<file path="src/rtl/sap_cpu_param.sv">
// sap_cpu_param: width-parametrised SAP-style accumulator CPU with a program-load port.
// Optional single-step control is compiled in with `define SAP_CPU_STEP_EN.
module sap_cpu_param #(
    parameter int unsigned DATA_W = 8,
    parameter int unsigned ADDR_W = 4
) (
    input  logic              clk,
    input  logic              rst,
    input  logic              load_en,
    input  logic [ADDR_W-1:0] load_addr,
    input  logic [DATA_W-1:0] load_data,
    input  logic              start,
`ifdef SAP_CPU_STEP_EN
    input  logic              step_mode,
    input  logic              step,
`endif
    output logic [DATA_W-1:0] out_data,
    output logic              out_valid,
    output logic              halted,
    output logic              carry,
    output logic              zero,
    output logic [ADDR_W-1:0] pc_dbg
);

    localparam int unsigned DEPTH = 2 ** ADDR_W;
    localparam int unsigned OP_W  = 4;
    localparam int unsigned SUM_W = DATA_W + 1;

    localparam logic [OP_W-1:0] OP_LDA = 4'h1;
    localparam logic [OP_W-1:0] OP_ADD = 4'h2;
    localparam logic [OP_W-1:0] OP_SUB = 4'h3;
    localparam logic [OP_W-1:0] OP_STA = 4'h4;
    localparam logic [OP_W-1:0] OP_LDI = 4'h5;
    localparam logic [OP_W-1:0] OP_JMP = 4'h6;
    localparam logic [OP_W-1:0] OP_JC  = 4'h7;
    localparam logic [OP_W-1:0] OP_JZ  = 4'h8;
    localparam logic [OP_W-1:0] OP_OUT = 4'hE;
    localparam logic [OP_W-1:0] OP_HLT = 4'hF;

    typedef enum logic [2:0] {
        S_IDLE = 3'd0,
        S_F0   = 3'd1,
        S_F1   = 3'd2,
        S_F2   = 3'd3,
        S_E0   = 3'd4,
        S_E1   = 3'd5,
        S_E2   = 3'd6
    } state_t;

    state_t state;
    state_t state_nxt;

    logic [ADDR_W-1:0] pc;
    logic [ADDR_W-1:0] mar;
    logic [DATA_W-1:0] acc;
    logic [DATA_W-1:0] ir;
    logic [DATA_W-1:0] mem_q;
    logic [DATA_W-1:0] mem [DEPTH];

    logic [OP_W-1:0]   opcode;
    logic [ADDR_W-1:0] operand;
    logic              mem_op_c;
    logic              f0_go_c;

    logic              pc_clr_c;
    logic              pc_inc_c;
    logic              pc_jmp_c;
    logic              mar_pc_c;
    logic              mar_opd_c;
    logic              ir_ld_c;
    logic              acc_ldi_c;
    logic              acc_mem_c;
    logic              acc_add_c;
    logic              acc_sub_c;
    logic              out_ld_c;
    logic              mem_we_c;
    logic [ADDR_W-1:0] wr_addr_c;
    logic [DATA_W-1:0] wr_data_c;

    logic [SUM_W-1:0]  sum_c;
    logic [SUM_W-1:0]  diff_c;

    assign opcode   = ir[DATA_W-1 -: OP_W];
    assign operand  = ir[ADDR_W-1:0];
    assign mem_op_c = (opcode == OP_LDA) || (opcode == OP_ADD) ||
                      (opcode == OP_SUB) || (opcode == OP_STA);
    assign pc_dbg   = pc;

`ifdef SAP_CPU_STEP_EN
    assign f0_go_c = !step_mode || step;
`else
    assign f0_go_c = 1'b1;
`endif

    // Subtraction is acc + ~b + 1 so the carry-out reads as "no borrow".
    assign sum_c  = {1'b0, acc} + {1'b0, mem_q};
    assign diff_c = {1'b0, acc} + {1'b0, ~mem_q} + SUM_W'(1);

    // State register
    always_ff @(posedge clk or posedge rst) begin
        if (rst) begin
            state <= S_IDLE;
        end else begin
            state <= state_nxt;
        end
    end

    // Next-state logic
    always_comb begin
        state_nxt = state;
        case (state)
            S_IDLE: if (start) state_nxt = S_F0;
            S_F0:   if (f0_go_c) state_nxt = S_F1;
            S_F1:   state_nxt = S_F2;
            S_F2:   state_nxt = S_E0;
            S_E0: begin
                if (mem_op_c)              state_nxt = S_E1;
                else if (opcode == OP_HLT) state_nxt = S_IDLE;
                else                       state_nxt = S_F0;
            end
            S_E1:   state_nxt = (opcode == OP_STA) ? S_F0 : S_E2;
            S_E2:   state_nxt = S_F0;
            default: state_nxt = S_IDLE;
        endcase
    end

    // Datapath control decode
    always_comb begin
        pc_clr_c  = 1'b0;
        pc_inc_c  = 1'b0;
        pc_jmp_c  = 1'b0;
        mar_pc_c  = 1'b0;
        mar_opd_c = 1'b0;
        ir_ld_c   = 1'b0;
        acc_ldi_c = 1'b0;
        acc_mem_c = 1'b0;
        acc_add_c = 1'b0;
        acc_sub_c = 1'b0;
        out_ld_c  = 1'b0;
        mem_we_c  = 1'b0;
        wr_addr_c = '0;
        wr_data_c = '0;
        case (state)
            S_IDLE: begin
                pc_clr_c  = start;
                mem_we_c  = load_en && !rst;
                wr_addr_c = load_addr;
                wr_data_c = load_data;
            end
            S_F0: mar_pc_c = 1'b1;
            S_F1: pc_inc_c = 1'b1;
            S_F2: ir_ld_c  = 1'b1;
            S_E0: begin
                mar_opd_c = mem_op_c;
                acc_ldi_c = (opcode == OP_LDI);
                out_ld_c  = (opcode == OP_OUT);
                pc_jmp_c  = (opcode == OP_JMP) ||
                            ((opcode == OP_JC) && carry) ||
                            ((opcode == OP_JZ) && zero);
            end
            S_E1: begin
                // rst gating keeps an aborted STA from landing in memory.
                mem_we_c  = (opcode == OP_STA) && !rst;
                wr_addr_c = mar;
                wr_data_c = acc;
            end
            S_E2: begin
                acc_mem_c = (opcode == OP_LDA);
                acc_add_c = (opcode == OP_ADD);
                acc_sub_c = (opcode == OP_SUB);
            end
            default: ;
        endcase
    end

    // Architectural registers and outputs
    always_ff @(posedge clk or posedge rst) begin
        if (rst) begin
            pc        <= '0;
            mar       <= '0;
            ir        <= '0;
            acc       <= '0;
            carry     <= 1'b0;
            zero      <= 1'b0;
            out_data  <= '0;
            out_valid <= 1'b0;
            halted    <= 1'b1;
        end else begin
            out_valid <= out_ld_c;
            halted    <= (state_nxt == S_IDLE);

            if (pc_clr_c)      pc <= '0;
            else if (pc_inc_c) pc <= pc + ADDR_W'(1);
            else if (pc_jmp_c) pc <= operand;

            if (mar_pc_c)       mar <= pc;
            else if (mar_opd_c) mar <= operand;

            if (ir_ld_c) ir <= mem_q;

            if (acc_ldi_c) begin
                acc  <= DATA_W'(operand);
                zero <= (operand == '0);
            end
            if (acc_mem_c) begin
                acc  <= mem_q;
                zero <= (mem_q == '0);
            end
            if (acc_add_c) begin
                {carry, acc} <= sum_c;
                zero         <= (sum_c[DATA_W-1:0] == '0);
            end
            if (acc_sub_c) begin
                {carry, acc} <= diff_c;
                zero         <= (diff_c[DATA_W-1:0] == '0);
            end

            if (out_ld_c) out_data <= acc;
        end
    end

    // Unified memory: synchronous write, registered read
    always_ff @(posedge clk) begin
        if (mem_we_c) mem[wr_addr_c] <= wr_data_c;
        mem_q <= mem[mar];
    end

endmodule

</file>
<file path="config.mk">
export PLATFORM = sky130hd
export DESIGN_NAME = sap_cpu_param
export DESIGN_NICKNAME = d
export VERILOG_FILES = /design/src/rtl/sap_cpu_param.sv
export SDC_FILE = /design/constraint.sdc
export NUM_CORES = 1
export LEC_CHECK = 0
export ABC_CLOCK_PERIOD_IN_PS = 2900
export BUFFER_PORTS_ARGS = -buffer_cell sky130_fd_sc_hd__buf_2
export CAP_MARGIN = 5
export CORE_MARGIN = 5
export CORE_UTILIZATION = 40
export CTS_BUF_LIST = sky130_fd_sc_hd__clkbuf_16
export CTS_CLUSTER_SIZE = 10
export DETAILED_ROUTE_END_ITERATION = 8
export HOLD_SLACK_MARGIN = 0.02
export SYNTH_ARGS = -nofsm -noshare
export SYNTH_HDL_FRONTEND = slang
export SYNTH_SLANG_ARGS = --single-unit
</file>
<file path="constraint.sdc">
create_clock -name clk -period 2.9 [get_ports clk]
set_clock_uncertainty 0.2 [all_clocks]
set_input_delay 0.725 -clock clk [delete_from_list [all_inputs] [get_ports clk]]
set_output_delay 0.725 -clock clk [all_outputs]
set_load 0.01 [all_outputs]
</file>
==> impl_results.md, run 1 <==
* Share of the synthesized area in the top cell type at 48.07%
* Worst EP required at 3.06 ns
* Top Ports at 32
* Antenna Nets Post-Route at 0
* Hold Violations, Final at 0
* Fillcell total at 1,692
* Largest family of logic cells by synthesized area: multiplexers
* Adder-Cell Fraction of Synth Area at 3.161%
* Final Critical Period at 2.806 ns
* WL per Instance at 19.55 um
* Placer's final routability congestion estimate at 0.9128
* Synth Area in Simple Gates at 8.496%
* Ys Warns at 0
* Residual DRC at 0
* Fin area at 9201 um2
* Reg2reg path depth at 10
* Post-CTS Setup Repair Bufs at 0
* Maxcap violations at 0
* Post-Synth XOR/XNOR Area at 1.095%
* Post-cts sizing count at 0
* Clock root buffer: clkbuf_16
* CTS max path bufs at 2
* First-pass GRT wire length at 27.61 mm
* Initial antenna violation count at 0
* H-tree depth at 4
* Setup Viol. Count Final at 0
* Die area at 22,920 um2
* Unrepaired setup endpoints after global routing: false
* Fin nets at 637
* Final Cycle Share at 96.77%
* CTS clk-pin slew, worst paths at 0.07 ns
* Drt via density at 5.423
* Critical path type: reg -> reg
* N_diodes at 0
* Mux cell area share after synthesis at 13.30%
* Share of layout cells above drive strength 1 at 25.69%
* Slowest CP cell: or4_1
* Chip Width at 151.4 um
* Pwr Total at 9515 uW
* Syn Area/Cell at 14.49 um2
* 1st-iter DRT viols at 336
* Core region area at 19,590 um2
* Most numerous cell in the Yosys netlist: edfxtp_1
* Total clock sinks at 175
* R2R Setup Slk at 0.09 ns
* Status: finished clean
* Worst r2r src: acc[0]
* CP arrival at 2.96 ns
* Synth top cells by count: edfxtp_1, nand2_1, nor2_1
* Slew HR at 52.40%
* Remaining Overflow, GRT at 0
* Setup TNS at 0 ns
* Final Max Tran Viols at 0
* Cells after Synth at 552
* CP max FO at 2
* CTS buffer count at 17
* Initial core utilization at 40.82%
* WL final at 17.21 mm
* Largest net degree at the start of global routing at 36
* Post-DP Area at 8572 um2
* Worst path max stage delay at 0.51 ns
* Post-synthesis cell type count at 58
* Worst Max-Slew Pin Slew at 0.7125 ns
* Top post-synthesis cells by area: edfxtp_1, dfrtp_1, mux4_2
* Cell taking the most area after synthesis: edfxtp_1
* Fmax at 356.3 MHz
* Area of the mapped netlist at 7996 um2
* Via count at 4,772
* Die height at 151.4 um
* # rows at 51
* Worst hold path type: in -> async
* Vias in the first global route at 4,939
* Critical path cell sequence: inv_1, ha_1, fa_2, nand2b_4, a21oi_2, xnor2_1, or4_1, a221o_1, o221ai_2, a22o_1
* PD cells at 1034 nW/um2
* Max IR drop VDD at 454.1 uV
* P&R area growth vs syn at 15.07%
* Aggregate global-route resource usage at 16.02%
* FF-to-FF End: zero
* Static leakage at 0.003396 uW
* Synth Area in Compound Gates at 8.841%
* Sequential area share after synthesis at 62.29%
* Detail Placement HPWL at 12.51 mm
* CTS tree: yes
* Syn_nets at 587
* EDFF count, synth at 128
* Worst Setup End Kind: register
* Port Buffer Count at 31
* DR pass1 iterations at 5
* Startpoint types: register
* Clock latency on the worst-skew pair at 0.42 ns
* Ys flop type: edfxtp_1
* Ys async rst share at 22.29%
* Final core utilization at 46.97%
* Yosys reg bits at 175
* Worst Setup SP: acc[0]
* Hold buffers post-CTS at 0
layout by cell type, fill, tap and decap left out, types with 7 or more instances in the layout:
master and count:
edfxtp_1 128, nand2_1 44, nor2_1 42, mux4_2 40, dfrtp_1 37, o21ai_0 33
buf_2 31, buf_4 29, inv_1 20, ha_1 17, clkbuf_16 17, a21oi_1 15
a22o_1 13, nand3_1 11, mux2_2 10, dfxtp_1 8, nor3_1 7
state kept, by name, indices dropped and copies added, names as in the netlist, 3 cells and up:
name,count
pc_dbg,4
mar,4
ir,8
acc,8
out_data,8
state,3
mem,128
mem_q,8
power breakdown:
| group | internal [uW] | switching [uW] |
|---|---|---|
| sequential | 3160 | 420 |
| clock | 1250 | 1060 |
| combinational | 1560 | 2070 |
| total | 5970 | 3550 |
per-stage QoR:
step	worst slack (ns)	std cells	hold WS (ns)
floorplan	0.1734	552	0.2948
global placement	0.1266	848	0.2842
detailed placement	0.01596	848	0.2918
CTS	0.01204	880	0.07475
global route	0.001658	880	0.1060
finish	0.09374	880	0.08081
logic make-up (layout without fill, tap and decap cells):
logic type | after synthesis | count (layout)
flip-flops | 175 | 175
AND/OR/NAND/NOR | 138 | 138
AO/OA/AOI/OAI | 105 | 105
multiplexers | 55 | 55
buffers and inverters | 50 | 113
adder cells (fa/ha/maj) | 19 | 19
XOR/XNOR | 10 | 10
per-layer routing:
| layer | wire length (um) | GRT usage, % | vias up |
|---|---|---|---|
| li1 | - | - | 2225 |
| met1 | 7922 | 22.17 | 2435 |
| met2 | 8377 | 25.56 | 92 |
| met3 | 657 | 3.262 | 20 |
| met4 | 246 | 5.032 | 0 |
| met5 | 0 | 0 | - |
area by class of cell:
class                   instances  area [um2]  area share, %
flip-flops and latches        175        4982          54.15
well taps                     265       331.6          3.603
multi-input cells             327        2804          30.47
clock buffers                  17       425.4          4.623
inverters                      20       75.07         0.8159
clock inverters                15       190.2          2.067
repair buffers                 61       392.9          4.270
worst max path at each step:
stage,depth (start not counted),endpoint
6_report,10,zero
5_1_grt,10,zero
4_1_cts,10,zero
3_5_place_dp,10,zero
3_3_place_gp,10,zero
2_1_floorplan,10,zero
critical path, delay by kind of cell, from the launching register on:
family,cells,cell delay (ns)
buffers and inverters,1,0.05
xor gates and xnor gates,1,0.09
DFF,1,0.36
AOI/OAI and AO/OA,4,0.79
adders and majority gates,2,0.60
and+or+nand+nor,2,0.67
Power figures use the tool's default switching activity.
==> inputs of run 2 (changes only) <==
ABC_AREA = 1   (was unset)
SKIP_LAST_GASP = 1   (was unset)
==> run 2 against run 1 <==
Net effect: hold slack improved by 0.21 ns; largest power group unchanged; largest cell class unchanged; via count up 29%; fmax rose by 1.9%; register-to-register slack better by 0.05 ns; highest routed layer unchanged; synthesized area increased by 2.0%; utilization shrank 0.47 points; die area rose by 1.9%; first-iteration DRC count rose by 49%; cell count increased by 29%; critical endpoint is now mem[0][3]; global-route usage up 2.9 points; synthesized cell count increased by 45%; cell area up 1.9%.
==> impl_results.md, run 2 <==
* Fmax at 363.0 MHz (+1.9%)
* Remaining Overflow, GRT at 0 (unchanged)
* Placed insts at 1,100 (+30%)
* Reg2reg path depth at 7 (-3)
* Unrepaired setup endpoints after global routing: false
* CTS clk-pin slew, worst paths at 0.07 ns (about the same)
* DP Worst Slack at 0.1821 ns (+0.1661 ns)
* Die height at 152.8 um (+0.95%)
* Most numerous cell in the Yosys netlist: nand2_1
* Top post-synthesis cells by area: edfxtp_1, dfrtp_1, o21ai_0
* Cell taking the most area after synthesis: edfxtp_1
* Placer's final routability congestion estimate at 0.8720 (-4.5%)
* R2R Setup Slk at 0.14 ns (+0.05 ns)
* GR Layer Usage met1 at 25.97% (+3.8 points)
* 1st-iter DRT viols at 502 (+49%)
* CP arrival at 2.62 ns (-0.34 ns)
* CTS tree: yes
* Worst Setup End Kind: register
* Core region area at 20,170 um2 (+3.0%)
* Worst r2r src: state[2]
* Setup WS post-layout at 0.1448 ns (+0.05108 ns)
* Top Usage Layer GRT: met2
* Max reg flops at 128 (unchanged)
* Max IR drop VDD at 599.5 uV (+32%)
* Hold buffers post-CTS at 0 (unchanged)
* Final cell count without fillers at 1,132 (+29%)
* Clock root buffer: clkbuf_16
* First-pass GRT wire length at 33.93 mm (+23%)
* WL final at 22.15 mm (+29%)
* Clock latency on the worst-skew pair at 0.43 ns (about the same)
* Hold wc startpoint: out_data[1]
* Share of the synthesized area in the top cell type at 47.10% (-0.97 points)
* Cells after Synth at 801 (+45%)
* Post-cts sizing count at 0 (unchanged)
* EDFF count, synth at 128 (unchanged)
* Startpoint types: register
* Residual DRC at 0 (unchanged)
* Met2 Use GR at 31.25% (+5.7 points)
* Final Critical Period at 2.755 ns (-0.05108 ns)
* Fin nets at 884 (+39%)
* Die area at 23,360 um2 (+1.9%)
* Top Ports at 32 (unchanged)
* Port Buffer Count at 31 (unchanged)
* Chip Width at 152.8 um (+0.95%)
* Worst EP required at 2.77 ns (-0.29 ns)
* Area of the mapped netlist at 8160 um2 (+2.0%)
* Antenna Nets Post-Route at 0 (unchanged)
* Post-synthesis cell type count at 42 (-28%)
* Static leakage at 0.003688 uW (+8.6%)
* Via count at 6,167 (+29%)
* Post-CTS Setup Repair Bufs at 0 (unchanged)
* Ys flop type: edfxtp_1
* Yosys reg bits at 175 (unchanged)
* Status: finished clean
* Drt via density at 5.448 (+0.46%)
* Most common cell after layout, fill and taps aside: nand2_1
* Maxcap violations at 0 (unchanged)
* Worst hold path type: reg -> reg
* Aggregate global-route resource usage at 18.96% (+2.9 points)
* Detail Placement HPWL at 15.36 mm (+23%)
* Ys async rst share at 22.29% (unchanged)
* Setup TNS at 0 ns (unchanged)
* Fillcell total at 1,944 (+15%)
* Ys Warns at 0 (unchanged)
* P&R area growth vs syn at 14.93%
* Initial core utilization at 40.46% (-0.36 points)
* Syn_nets at 836 (+42%)
* FF-to-FF End: mem[0][3]
* PD cells at 1075 nW/um2 (+4.0%)
* Met3 Resource Use GR at 2.629% (-0.63 points)
* Sequential area share after synthesis at 61.04% (-1.3 points)
* Final Cycle Share at 95.01% (-1.8 points)
* Share of layout cells above drive strength 1 at 14.50% (-11 points)
* Vias in the first global route at 5,941 (+20%)
* CP max FO at 15 (+13)
* CTS max path bufs at 2 (unchanged)
* Slew HR at 51.27% (-1.1 points)
* Most flops, register: mem
* CTS buffer count at 17 (unchanged)
* Hold endpoint: out_data[1]
* Largest net degree at the start of global routing at 65 (+81%)
* Hold path depth at 2
* Critical path type: reg -> reg
* Most frequent cells in the layout: nand2_1, edfxtp_1, nor2_1
* H-tree depth at 4 (unchanged)
* WL per Instance at 19.57 um (about the same)
* Syn Area/Cell at 10.19 um2 (-30%)
* Initial antenna violation count at 0 (unchanged)
* N_diodes at 0 (unchanged)
* Worst Setup SP: state[2]
* Final Max Tran Viols at 0 (unchanged)
* Setup Viol. Count Final at 0 (unchanged)
* Synth top cells by count: nand2_1, edfxtp_1, nor2_1
* Hold Violations, Final at 0 (unchanged)
* DR pass1 iterations at 5 (unchanged)
* # rows at 52 (+2.0%)
* Total clock sinks at 175 (unchanged)
* Worst Max-Slew Pin Slew at 0.7282 ns (+0.01571 ns)
[run 2: changes by cell type after synthesis, sizes merged, moves of 8 or more]
| cell | before | now |
|---|---|---|
| o221ai | 1 | 26 |
| nand3 | 11 | 55 |
| o21ai | 35 | 114 |
| o22ai | 1 | 10 |
| nor2 | 42 | 112 |
| nor3b | 8 | 0 |
| mux4 | 40 | 0 |
| a22o | 13 | 0 |
| o211ai | 1 | 13 |
| nand2 | 44 | 136 |
| inv | 20 | 67 |
| mux2 | 10 | 0 |
[run 2: stage by stage]
step           hold WS (ns)  cell area [um2]  power [uW]  util [%]
6_report             0.2928             9379       10090     46.50
5_1_grt              0.3028             9379       10730     46.50
4_1_cts              0.2925             9379       10070     46.50
3_5_place_dp         0.2741             8741        7641     43.34
3_3_place_gp         0.2650             8741        7643     43.34
2_1_floorplan        0.2530             8164        6240         -
[run 2: where the power goes]
| group | internal (uW) | total, uW | switching [uW] |
|---|---|---|---|
| Sequential | 3180 | 3500 | 319 |
| Combinational | 1240 | 4160 | 2920 |
| Clock | 1330 | 2430 | 1100 |
[run 2: final cells by class]
| class | instances | area, um2 | share of cell area (%) |
|---|---|---|---|
| clock buffer | 17 | 425.4 | 4.536 |
| clock inverter | 15 | 212.7 | 2.268 |
| inverter | 68 | 259.0 | 2.761 |
| multi-input combinational | 524 | 2766 | 29.50 |
| sequential | 175 | 4982 | 53.12 |
| tap | 270 | 337.8 | 3.602 |
| timing repair buffer | 63 | 395.4 | 4.216 |
[run 2: worst max path at each step]
stage | slack [ns] | to | depth (start not counted)
final | 0.14 | mem[0][3] | 7
after detailed placement | 0.18 | mem[0][0] | 7
after global routing | 0.03 | mem[0][2] | 7
after CTS | 0.18 | mem[0][3] | 7
after global placement | 0.25 | mem[0][6] | 7
after floorplan | 0.35 | mem[8][0] | 5
[run 2: worst max-delay path, cell delays in order, from the launching register on]
cell and delay, ns:
dfrtp_1 0.44, inv_2 0.25, nor3_4 0.07, inv_2 0.24, nand2_1 0.15, a21oi_4 0.27, nand2_1 0.17, nor2_1 0.59
[run 2: cells by family (layout without fill, tap and decap cells)]
logic type      count (synthesis)  in the layout  share of synthesized area [%]
buf+inv                       102            163                          5.060
xor+xnor                        2              2                         0.2147
simple gates                  317            317                          16.65
compound gates                186            186                          13.94
fa+ha+maj                      19             19                          3.097
flops                         175            175                          61.04
[run 2: metal layers]
metal | wire (um) | share of wire [%]
met2 | 10640 | 48
met1 | 9622 | 43
met4 | 535 | 2.4
met5 | 0 | 0
met3 | 1353 | 6.1
